### src/rtl/rx_mac.sv
// XGMII (32-bit) receive MAC: strips preamble/SFD and delivers frame bytes on an
// AXI-Stream master with no backpressure. A one-word holding register lets tlast ride the final beat.
module rx_mac #(
  parameter int XGMII_DATA_WIDTH = 32,
  parameter int XGMII_CTRL_WIDTH = 4,
  parameter int MIN_FRAME_BYTES  = 64,
  parameter int MAX_FRAME_BYTES  = 1518
) (
  input  logic                        i_clk,
  input  logic                        i_reset,
  input  logic [XGMII_DATA_WIDTH-1:0] i_xgmii_rxd,
  input  logic [XGMII_CTRL_WIDTH-1:0] i_xgmii_ctrl,
  input  logic                        i_xgmii_valid,
  output logic [XGMII_DATA_WIDTH-1:0] m_axis_tdata,
  output logic [XGMII_CTRL_WIDTH-1:0] m_axis_tkeep,
  output logic                        m_axis_tvalid,
  output logic                        m_axis_tlast,
  output logic                        m_axis_tuser
);

  localparam logic [7:0] START_CH = 8'hFB;
  localparam logic [7:0] TERM_CH  = 8'hFD;
  localparam logic [7:0] IDLE_CH  = 8'h07;

  localparam logic [XGMII_DATA_WIDTH-1:0] START_WORD = 32'h5555_55FB;
  localparam logic [XGMII_DATA_WIDTH-1:0] SFD_WORD   = 32'hD555_5555;
  localparam logic [XGMII_DATA_WIDTH-1:0] IDLE_WORD  = 32'h0707_0707;

  localparam logic [10:0] MIN_B = 11'(MIN_FRAME_BYTES);
  localparam logic [10:0] MAX_B = 11'(MAX_FRAME_BYTES);

  localparam logic [1:0] S_IDLE     = 2'd0;
  localparam logic [1:0] S_PREAMBLE = 2'd1;
  localparam logic [1:0] S_DATA     = 2'd2;
  localparam logic [1:0] S_DROP     = 2'd3;

  logic [1:0]                  state_q, state_d;
  logic [XGMII_DATA_WIDTH-1:0] h_data_q, h_data_d;
  logic [XGMII_CTRL_WIDTH-1:0] h_keep_q, h_keep_d;
  logic                        h_valid_q, h_valid_d;
  logic                        pend_q, pend_d;
  logic [10:0]                 cnt_q, cnt_d;
  logic                        err_q, err_d;

  logic [XGMII_DATA_WIDTH-1:0] out_data_q, out_data_d;
  logic [XGMII_CTRL_WIDTH-1:0] out_keep_q, out_keep_d;
  logic                        out_valid_q, out_valid_d;
  logic                        out_last_q, out_last_d;
  logic                        out_user_q, out_user_d;

  logic [3:0]                  term_lane, start_lane;
  logic                        term_found;
  logic [1:0]                  term_idx;
  logic [3:0]                  lane_mask;
  logic [XGMII_DATA_WIDTH-1:0] byte_mask;
  logic                        all_idle;
  logic                        frame_bad;
  logic [XGMII_DATA_WIDTH-1:0] h_data_v;
  logic [XGMII_CTRL_WIDTH-1:0] h_keep_v;

  function automatic logic [10:0] sat_add(input logic [10:0] c, input logic [2:0] n);
    logic [11:0] s;
    s = {1'b0, c} + {9'b0, n};
    return s[11] ? 11'h7FF : s[10:0];
  endfunction

  always_comb begin
    term_found = 1'b0;
    term_idx   = 2'd0;
    for (int i = 0; i < 4; i++) begin
      term_lane[i]  = i_xgmii_ctrl[i] && (i_xgmii_rxd[8*i +: 8] == TERM_CH);
      start_lane[i] = i_xgmii_ctrl[i] && (i_xgmii_rxd[8*i +: 8] == START_CH);
    end
    // Descending scan leaves the lowest TERM lane selected.
    for (int i = 3; i >= 0; i--) begin
      if (term_lane[i]) begin
        term_found = 1'b1;
        term_idx   = 2'(i);
      end
    end
  end

  always_comb begin
    unique case (term_idx)
      2'd1:    lane_mask = 4'b0001;
      2'd2:    lane_mask = 4'b0011;
      2'd3:    lane_mask = 4'b0111;
      default: lane_mask = 4'b0000;
    endcase
    byte_mask = {{8{lane_mask[3]}}, {8{lane_mask[2]}}, {8{lane_mask[1]}}, {8{lane_mask[0]}}};
  end

  assign all_idle  = (i_xgmii_ctrl == 4'hF) && (i_xgmii_rxd == IDLE_WORD) && (IDLE_CH == 8'h07);
  assign frame_bad = err_q || (cnt_q < MIN_B) || (cnt_q > MAX_B);
  assign h_data_v  = h_valid_q ? h_data_q : '0;
  assign h_keep_v  = h_valid_q ? h_keep_q : '0;

  always_comb begin
    state_d     = state_q;
    h_data_d    = h_data_q;
    h_keep_d    = h_keep_q;
    h_valid_d   = h_valid_q;
    pend_d      = pend_q;
    cnt_d       = cnt_q;
    err_d       = err_q;
    out_data_d  = '0;
    out_keep_d  = '0;
    out_valid_d = 1'b0;
    out_last_d  = 1'b0;
    out_user_d  = 1'b0;

    unique case (state_q)
      S_IDLE: begin
        if (i_xgmii_valid && i_xgmii_rxd == START_WORD && i_xgmii_ctrl == 4'b0001) begin
          state_d = S_PREAMBLE;
        end
      end
      S_PREAMBLE: begin
        if (i_xgmii_valid) begin
          if (i_xgmii_rxd == SFD_WORD && i_xgmii_ctrl == 4'b0000) begin
            state_d   = S_DATA;
            cnt_d     = '0;
            err_d     = 1'b0;
            h_valid_d = 1'b0;
            pend_d    = 1'b0;
          end else begin
            state_d = S_IDLE;
          end
        end
      end
      S_DATA: begin
        if (pend_q) begin
          // Partial final word goes out regardless of the input qualifier.
          out_valid_d = 1'b1;
          out_data_d  = h_data_v;
          out_keep_d  = h_keep_v;
          out_last_d  = 1'b1;
          out_user_d  = frame_bad;
          h_valid_d   = 1'b0;
          pend_d      = 1'b0;
          state_d     = S_IDLE;
        end else if (i_xgmii_valid) begin
          if (cnt_q > MAX_B || (|start_lane)) begin
            out_valid_d = 1'b1;
            out_data_d  = h_data_v;
            out_keep_d  = h_keep_v;
            out_last_d  = 1'b1;
            out_user_d  = 1'b1;
            h_valid_d   = 1'b0;
            state_d     = (term_found || (|start_lane)) ? S_IDLE : S_DROP;
          end else if (term_found && term_idx == 2'd0) begin
            out_valid_d = 1'b1;
            out_data_d  = h_data_v;
            out_keep_d  = h_keep_v;
            out_last_d  = 1'b1;
            out_user_d  = h_valid_q ? frame_bad : 1'b1;
            h_valid_d   = 1'b0;
            state_d     = S_IDLE;
          end else begin
            if (h_valid_q) begin
              out_valid_d = 1'b1;
              out_data_d  = h_data_q;
              out_keep_d  = h_keep_q;
            end
            h_valid_d = 1'b1;
            if (term_found) begin
              h_data_d = i_xgmii_rxd & byte_mask;
              h_keep_d = lane_mask;
              pend_d   = 1'b1;
              cnt_d    = sat_add(cnt_q, {1'b0, term_idx});
              err_d    = err_q | (|(i_xgmii_ctrl & lane_mask));
            end else begin
              h_data_d = i_xgmii_rxd;
              h_keep_d = 4'hF;
              cnt_d    = sat_add(cnt_q, 3'd4);
              err_d    = err_q | (|i_xgmii_ctrl);
            end
          end
        end
      end
      S_DROP: begin
        if (i_xgmii_valid && (term_found || all_idle)) begin
          state_d = S_IDLE;
        end
      end
      default: state_d = S_IDLE;
    endcase
  end

  always_ff @(posedge i_clk) begin
    if (i_reset) begin
      state_q     <= S_IDLE;
      h_data_q    <= '0;
      h_keep_q    <= '0;
      h_valid_q   <= 1'b0;
      pend_q      <= 1'b0;
      cnt_q       <= '0;
      err_q       <= 1'b0;
      out_data_q  <= '0;
      out_keep_q  <= '0;
      out_valid_q <= 1'b0;
      out_last_q  <= 1'b0;
      out_user_q  <= 1'b0;
    end else begin
      state_q     <= state_d;
      h_data_q    <= h_data_d;
      h_keep_q    <= h_keep_d;
      h_valid_q   <= h_valid_d;
      pend_q      <= pend_d;
      cnt_q       <= cnt_d;
      err_q       <= err_d;
      out_data_q  <= out_data_d;
      out_keep_q  <= out_keep_d;
      out_valid_q <= out_valid_d;
      out_last_q  <= out_last_d;
      out_user_q  <= out_user_d;
    end
  end

  assign m_axis_tdata  = out_data_q;
  assign m_axis_tkeep  = out_keep_q;
  assign m_axis_tvalid = out_valid_q;
  assign m_axis_tlast  = out_last_q;
  assign m_axis_tuser  = out_user_q;

endmodule
### config.mk
export PLATFORM = sky130hd
export DESIGN_NAME = rx_mac
export DESIGN_NICKNAME = d
export VERILOG_FILES = /design/src/rtl/rx_mac.sv
export SDC_FILE = /design/constraint.sdc
export NUM_CORES = 1
export LEC_CHECK = 0
export CAP_MARGIN = 10
export CORE_MARGIN = 2
export CORE_UTILIZATION = 50
export DETAILED_ROUTE_END_ITERATION = 6
export GPL_TIMING_DRIVEN = 0
export MAX_ROUTING_LAYER = met4
export PLACE_DENSITY = 0.74
export SYNTH_ARGS = -nofsm -noshare
export SYNTH_HDL_FRONTEND = slang
export SYNTH_SLANG_ARGS = --single-unit
### constraint.sdc
create_clock -name i_clk -period 7.8 [get_ports i_clk]
set_clock_uncertainty 0.1 [all_clocks]
set_input_delay 1.56 -clock i_clk [delete_from_list [all_inputs] [get_ports i_clk]]
set_output_delay 1.56 -clock i_clk [all_outputs]
set_load 0.03 [all_outputs]
* Yosys cells after proc, flatten, opt, wreduce, memory -nomap -nowiden
Index checks and enable logic that the tools add are counted.
** Storage, ports and cells
- Bits in registers :: 91
- Output and inout port bits :: 39
- Logic and storage cells :: 155
** Operators by class
- Add/subtract/negate cells :: 2
- Order comparisons :: 2
- Equal/unequal tests :: 29
- Muxes and demuxes :: 70
- Bitwise gates (word level) :: 8
- Reductions and logical operators :: 32
** Operators by type and width (count)
- two-way mux 32 bit :: 4
- two-way mux 11 bit :: 9
- equality test 8 bit (second input constant) :: 8
- two-way mux 1 bit :: 34
- AND 32 bit :: 1
- equality test 32 x 27 -> 1 bit (second input constant) :: 1
- equality test 32 x 31 -> 1 bit (second input constant) :: 1
- equality test 32 bit (second input constant) :: 1
- two-way mux 2 bit :: 13
- one-hot mux 11 bit (2 select lines) :: 1
- two-way mux 4 bit :: 4
- != test 2 bit (second input constant) :: 8
- logical AND 1 bit :: 14
- adder 11 x 2 -> 12 bit :: 1
- adder 11 x 3 -> 12 bit (second input constant) :: 1
- OR reduction 4 bit :: 3
- greater-than comparator 11 bit (second input constant) :: 1
- less-than comparator 11 x 7 -> 1 bit (second input constant) :: 1
- AND reduction 5 bit :: 2
- one-hot mux 3 bit (3 select lines) :: 1
- equality test 2 bit (second input constant) :: 4
- one-hot mux 2 bit (4 select lines) :: 1
- AND reduction 7 bit :: 1
- one-hot mux 1 bit (2 select lines) :: 3
- 15 further kinds :: 25

* Depth between registers and ports, before layout
- Depth in word-level cells :: 17
- Gate-level depth with buffers :: 10
- Depth with buffers taken out :: 10

* Worst setup path before layout
No wires, ideal clock.
- Path kind :: input port to flip-flop
- From :: input port i_xgmii_rxd[17]
- To :: register cnt_q[9]
- Library setup time :: 0.059 ns
- Arrival :: 3.748 ns
- Path slack :: 3.893 ns
- Stages :: 8
- Buffers on the path :: 0
- Cell sequence :: nand2b_1 > or4_1 > a211oi_1 > ha_1 > a21oi_1 > a21oi_1 > a31o_2 > o2bb2a_1
** Between the ends
- Longest elaborated chain between the ends :: 13
** Ends and longest elaborated chain
- start, declared :: RTL line 11 : input logic [XGMII_DATA_WIDTH-1:0] i_xgmii_rxd,
- equality test 8 bit :: RTL line 71 : term_lane[i] = i_xgmii_ctrl[i] && (i_xgmii_rxd[8*i +: 8] == TERM_CH);
- logical AND 1 bit :: RTL line 71
- two-way mux 2 bit (3 in a row) :: RTL line 76 : if (term_lane[i]) begin
- adder 11 x 2 -> 12 bit :: RTL line 63 : s = {1'b0, c} + {9'b0, n};
- two-way mux 11 bit :: RTL line 64 : return s[11] ? 11'h7FF : s[10:0];
- two-way mux 11 bit :: RTL line 166 : if (term_found) begin
- two-way mux 11 bit :: RTL line 151 : end else if (term_found && term_idx == 2'd0) begin
- two-way mux 11 bit :: RTL line 143 : if (cnt_q > MAX_B || (|start_lane)) begin
- two-way mux 11 bit :: RTL line 142 : end else if (i_xgmii_valid) begin
- two-way mux 11 bit :: RTL line 132 : if (pend_q) begin
- one-hot mux 11 bit (2 select lines) :: RTL line 112 : unique case (state_q)
- end signal, assigned :: RTL line 210 : cnt_q <= cnt_d;
- end, declared :: RTL line 42 : logic [10:0] cnt_q, cnt_d;
Parallel ways exist; a longest one is shown, timed or not. The select of a mux whose other input is x is not followed.
A chain may end at the register's enable or synchronous reset.

* Final worst setup path
- From :: input port i_xgmii_rxd[21]
- To :: register cnt_q[9]
Same word-level chain as after synthesis.

==> flow_results.org <==
** Global routing
- The initial antenna violation count came to 0.
- Via count of the first global-routing pass :: 3,389
- Global-route wire length before repair :: 17.0 mm
- Entering global routing, the biggest net connects 17 pins.
- GR Util All Layers :: 0.260
- Leftover overflow at the end of global routing :: 0

** Setup path
- Crit path launch type :: primary input
- Required time reported for the critical path endpoint :: 8010 ps
- Worst setup path category :: in2reg
- Cell-by-cell listing of the critical path :: clkdlybuf4s50_1, nand3_1, or4_1, a211oi_1, ha_1, a21oi_1, a21oi_1, a31o_2, o2bb2a_1
- Capturing element type of the critical path :: register
- Max Fanout on Critical Path :: 4
- Arrival @ worst endpoint :: 4600 ps
- Crit path buffers/inverters :: 1
- The cell family contributing the most delay on the critical path is compound AO/OA/AOI/OAI gates.
- The most numerous cell type found on the critical path is a21oi_1.
- In this run the critical register-to-register path is launched from cnt_q[2]$_SDFFE_PP0P_.
- For this design, the slowest cell found on the critical path is or4_1.
- Launching instance or port of the critical path :: i_xgmii_rxd[21]
- The largest single stage delay on the critical path is 570 ps.

** Logic synthesis
- Number of storage elements in the synthesis netlist :: 91
- In this run, synthesis inferred 0 flip-flops with an integrated enable.
- Counting distinct cell types in the post-synthesis netlist gives 56.
- Avg Inst Size Synth :: ~8.6 um^2
- Async set or reset register ratio after synthesis :: 0
- Total of warnings raised by yosys :: 0
- The share of the Yosys chip area taken by registers is 0.475.
- Mapped Nets :: between 400 and 500
- Among all flip-flop cells after synthesis, the most frequent one is dfxtp_1.
- Summing every instance area after synthesis gives 3830 um^2.
- The cell count after synthesis came out at ~450.

** Layout
- The layout has ~600 filler cells.
- Summing all flip-flop and latch instances after layout gives 1820 um^2.
- Area of all placed cells without fillers :: 4900 um^2
- Relative to the synthesized area, the layout overhead comes to 27.9%.
- In the final design database the tool counted 578 nets.
- The repair_antennas step left the layout with diodes totalling 0.
- Share of post-route cells with drive strength above 1 :: 0.0630
- Area of combinational cells with multiple inputs :: between 1500 and 2000 um^2
- Core Util, Final :: 0.669

** Clock network
- The longest clock path from root to sink contains 2 buffers.
- The cell sitting at the root of the clock tree is a clkbuf_8.
- Count of clock tree sinks :: 91
- Post-CTS sizing :: 0
- Post-CTS timing repair inserted 0 buffers for setup.
- CTS tree :: done
- Insertion delay to the later sink of the worst-skew pair :: approximately 360 ps
- Num CTS Buffers :: 9
- Count of hold-fix buffers inserted at cts :: 0
- The H-tree generated during clock tree synthesis spans 3 levels.
- Clock transition at path regs :: 100 ps

** Timing
- Final count of negative-setup-slack endpoints :: 0
- For the pin with the worst max-slew slack, the measured transition is 1170 ps.
- Counting I/O delays and the setup requirement, the final critical path takes between 4000 and 5000 ps.
- Post-route clock period utilization :: 0.563
- In the final timing run, aggregate negative setup slack is 0 ps.
- The number of pins exceeding their max-slew limit in the final report was 0.
- In this run the tightest slew margin relative to its limit is 0.217.
- Maximum clock frequency :: 228 MHz
- Setup repair after global routing missed its margin :: false
- Endpoints failing hold :: 0

** Route
- Routed length per instance :: between 15 and 20 um
- The count of nets left with antenna violations once routing finished came out at 0.
- Initial drt markers :: 300
- Number of iterations in the first detailed-routing pass :: 5
- Total number of vias :: 3,662
- Summed over all layers, the routed wires come to 10.3 mm.
- Count of unresolved DRC violations after routing :: 0
- Using the TritonRoute via totals, the vias-per-cell ratio works out to 5.73.

** Die
- The die is a little over 90 um wide.
- Total number of placement rows :: 31
- Initial cell density of the core :: 0.523
- In this run the vertical extent of the chip is 91.6 um.
- For this design the top-level I/O count stands at 78.
- Core Box Area :: 7330 um^2
- The floorplan step defined a die boundary enclosing 8380 um^2.

** Min path
- The worst hold path begins at h_data_q[12]$_SDFFE_PP0P_.
- HP Class :: reg2reg

** Placed design
- DPL Wire Length :: between 7 and 8 mm
- Weighted congestion reported at the end of routability-driven placement :: just over 0.9
- Area after DPL :: 4720 um^2
- In this run the tool buffered the top-level ports with 76 buffer cells.

** Run status
- Outcome :: complete, no violations

** Power
- Across the VDD grid, the largest voltage drop is between 0.1 and 0.15 mV.
- Summed over all cells, the static leakage comes to 1.74 nW.
- The design draws 0.000809 W.
- Cell area power density :: around 160 nW/um^2

** Flow run
- Count of max-cap constraint violations :: 0
-- stage by stage --
stage               setup slack [ps]  hold WS [ps]  cells
floorplan                       3890           327    448
CTS                             3420           352    639
global placement                3080           335    623
finish                          3410           349    639
global route                    3150           366    639
detailed placement              3050           340    623
-- worst reg2reg max path, delay by kind of cell, from the launching register on --
kind                   cells  cell delay (ps)
DFF                        1              340
AOI/OAI and AO/OA          3              810
buffers and inverters      3              750
and+or+nand+nor            2              500
-- cell type report --
class,instances,area share
Inverter,9,0.00689
Buffer,22,0.0194
Tap cell,99,0.0253
Clock buffer,10,0.0281
Sequential cell,91,0.372
Clock inverter,6,0.00995
Multi-Input combinational cell,326,0.384
Timing Repair Buffer,76,0.155
-- final timing paths --
kind,slack [ps],to,cells after the start
worst max-delay path,3410,cnt_q[9]$_SDFFE_PP0P_,9
worst min-delay path,350,m_axis_tdata[12]$_SDFF_PP0_,1
worst max register to register,5190,h_data_q[20]$_SDFFE_PP0P_,8
worst min register to register,350,m_axis_tdata[12]$_SDFF_PP0_,1
-- state kept, by name (all words and copies together), names as in the netlist, 2 cells and up --
signal        flops
h_keep_q          4
state_q           2
h_data_q         32
cnt_q            11
m_axis_tkeep      4
m_axis_tdata     32
-- cells in the mapped netlist (5+ instances only) --
library cell  number  area (um^2)
o21ai_0            9         45.0
nand2_1           65          244
nor2_1            19         71.3
nand2b_1           5         31.3
a31oi_1            5         31.3
nor3_1             7         35.0
and2_1            38          238
o211ai_1           6         45.0
inv_1              9         33.8
a21oi_1           51          255
buf_2              7         35.0
nand4_1            8         50.1
nor4_1            11         68.8
nand3_1           39          195
clkbuf_1          14         52.6
dfxtp_1           91         1820
-- cells by family (layout without fill, tap and decap cells) --
kind of cell | count (synthesis) | after routing | synth area share
muxes | 2 | 2 | 0.00522
buffers and inverters | 31 | 123 | 0.0336
AOI/OAI and AO/OA | 103 | 103 | 0.169
and+or+nand+nor | 217 | 217 | 0.302
adders and majority gates | 4 | 4 | 0.0150
DFF | 91 | 91 | 0.475
-- report_power, final --
group | internal, W | switching, W
Combinational | 0.0000209 | 0.0000220
Clock | 0.000128 | 0.000173
Sequential | 0.000464 | 0.0000000726
-- metal layers --
metal,vias up,global-route usage,share of wire
li1,1783,-,-
met1,1695,0.342,0.45
met2,167,0.403,0.46
met3,17,0.0456,0.068
met4,0,0.0947,0.018
met5,-,-,0
-- cells in the final DEF (no fill, tap or decap), drive strengths merged, types with 2 or more instances in the layout --
cell	n
a211oi	4
a21o	4
a21oi	51
a31oi	5
a41oi	3
and2	38
and3	3
buf	8
clkbuf	24
clkdlybuf4s50	76
clkinv	2
clkinvlp	2
dfxtp	91
ha	3
inv	11
mux2i	2
nand2	65
nand2b	5
nand3	39
nand4	8
nor2	19
nor3	7
nor4	15
o211ai	6
o21ai	12
o21bai	2
o221ai	2
o311ai	2
or2	2
or3	2
or4	5
or4b	2
(Power assumes the default switching activity.)
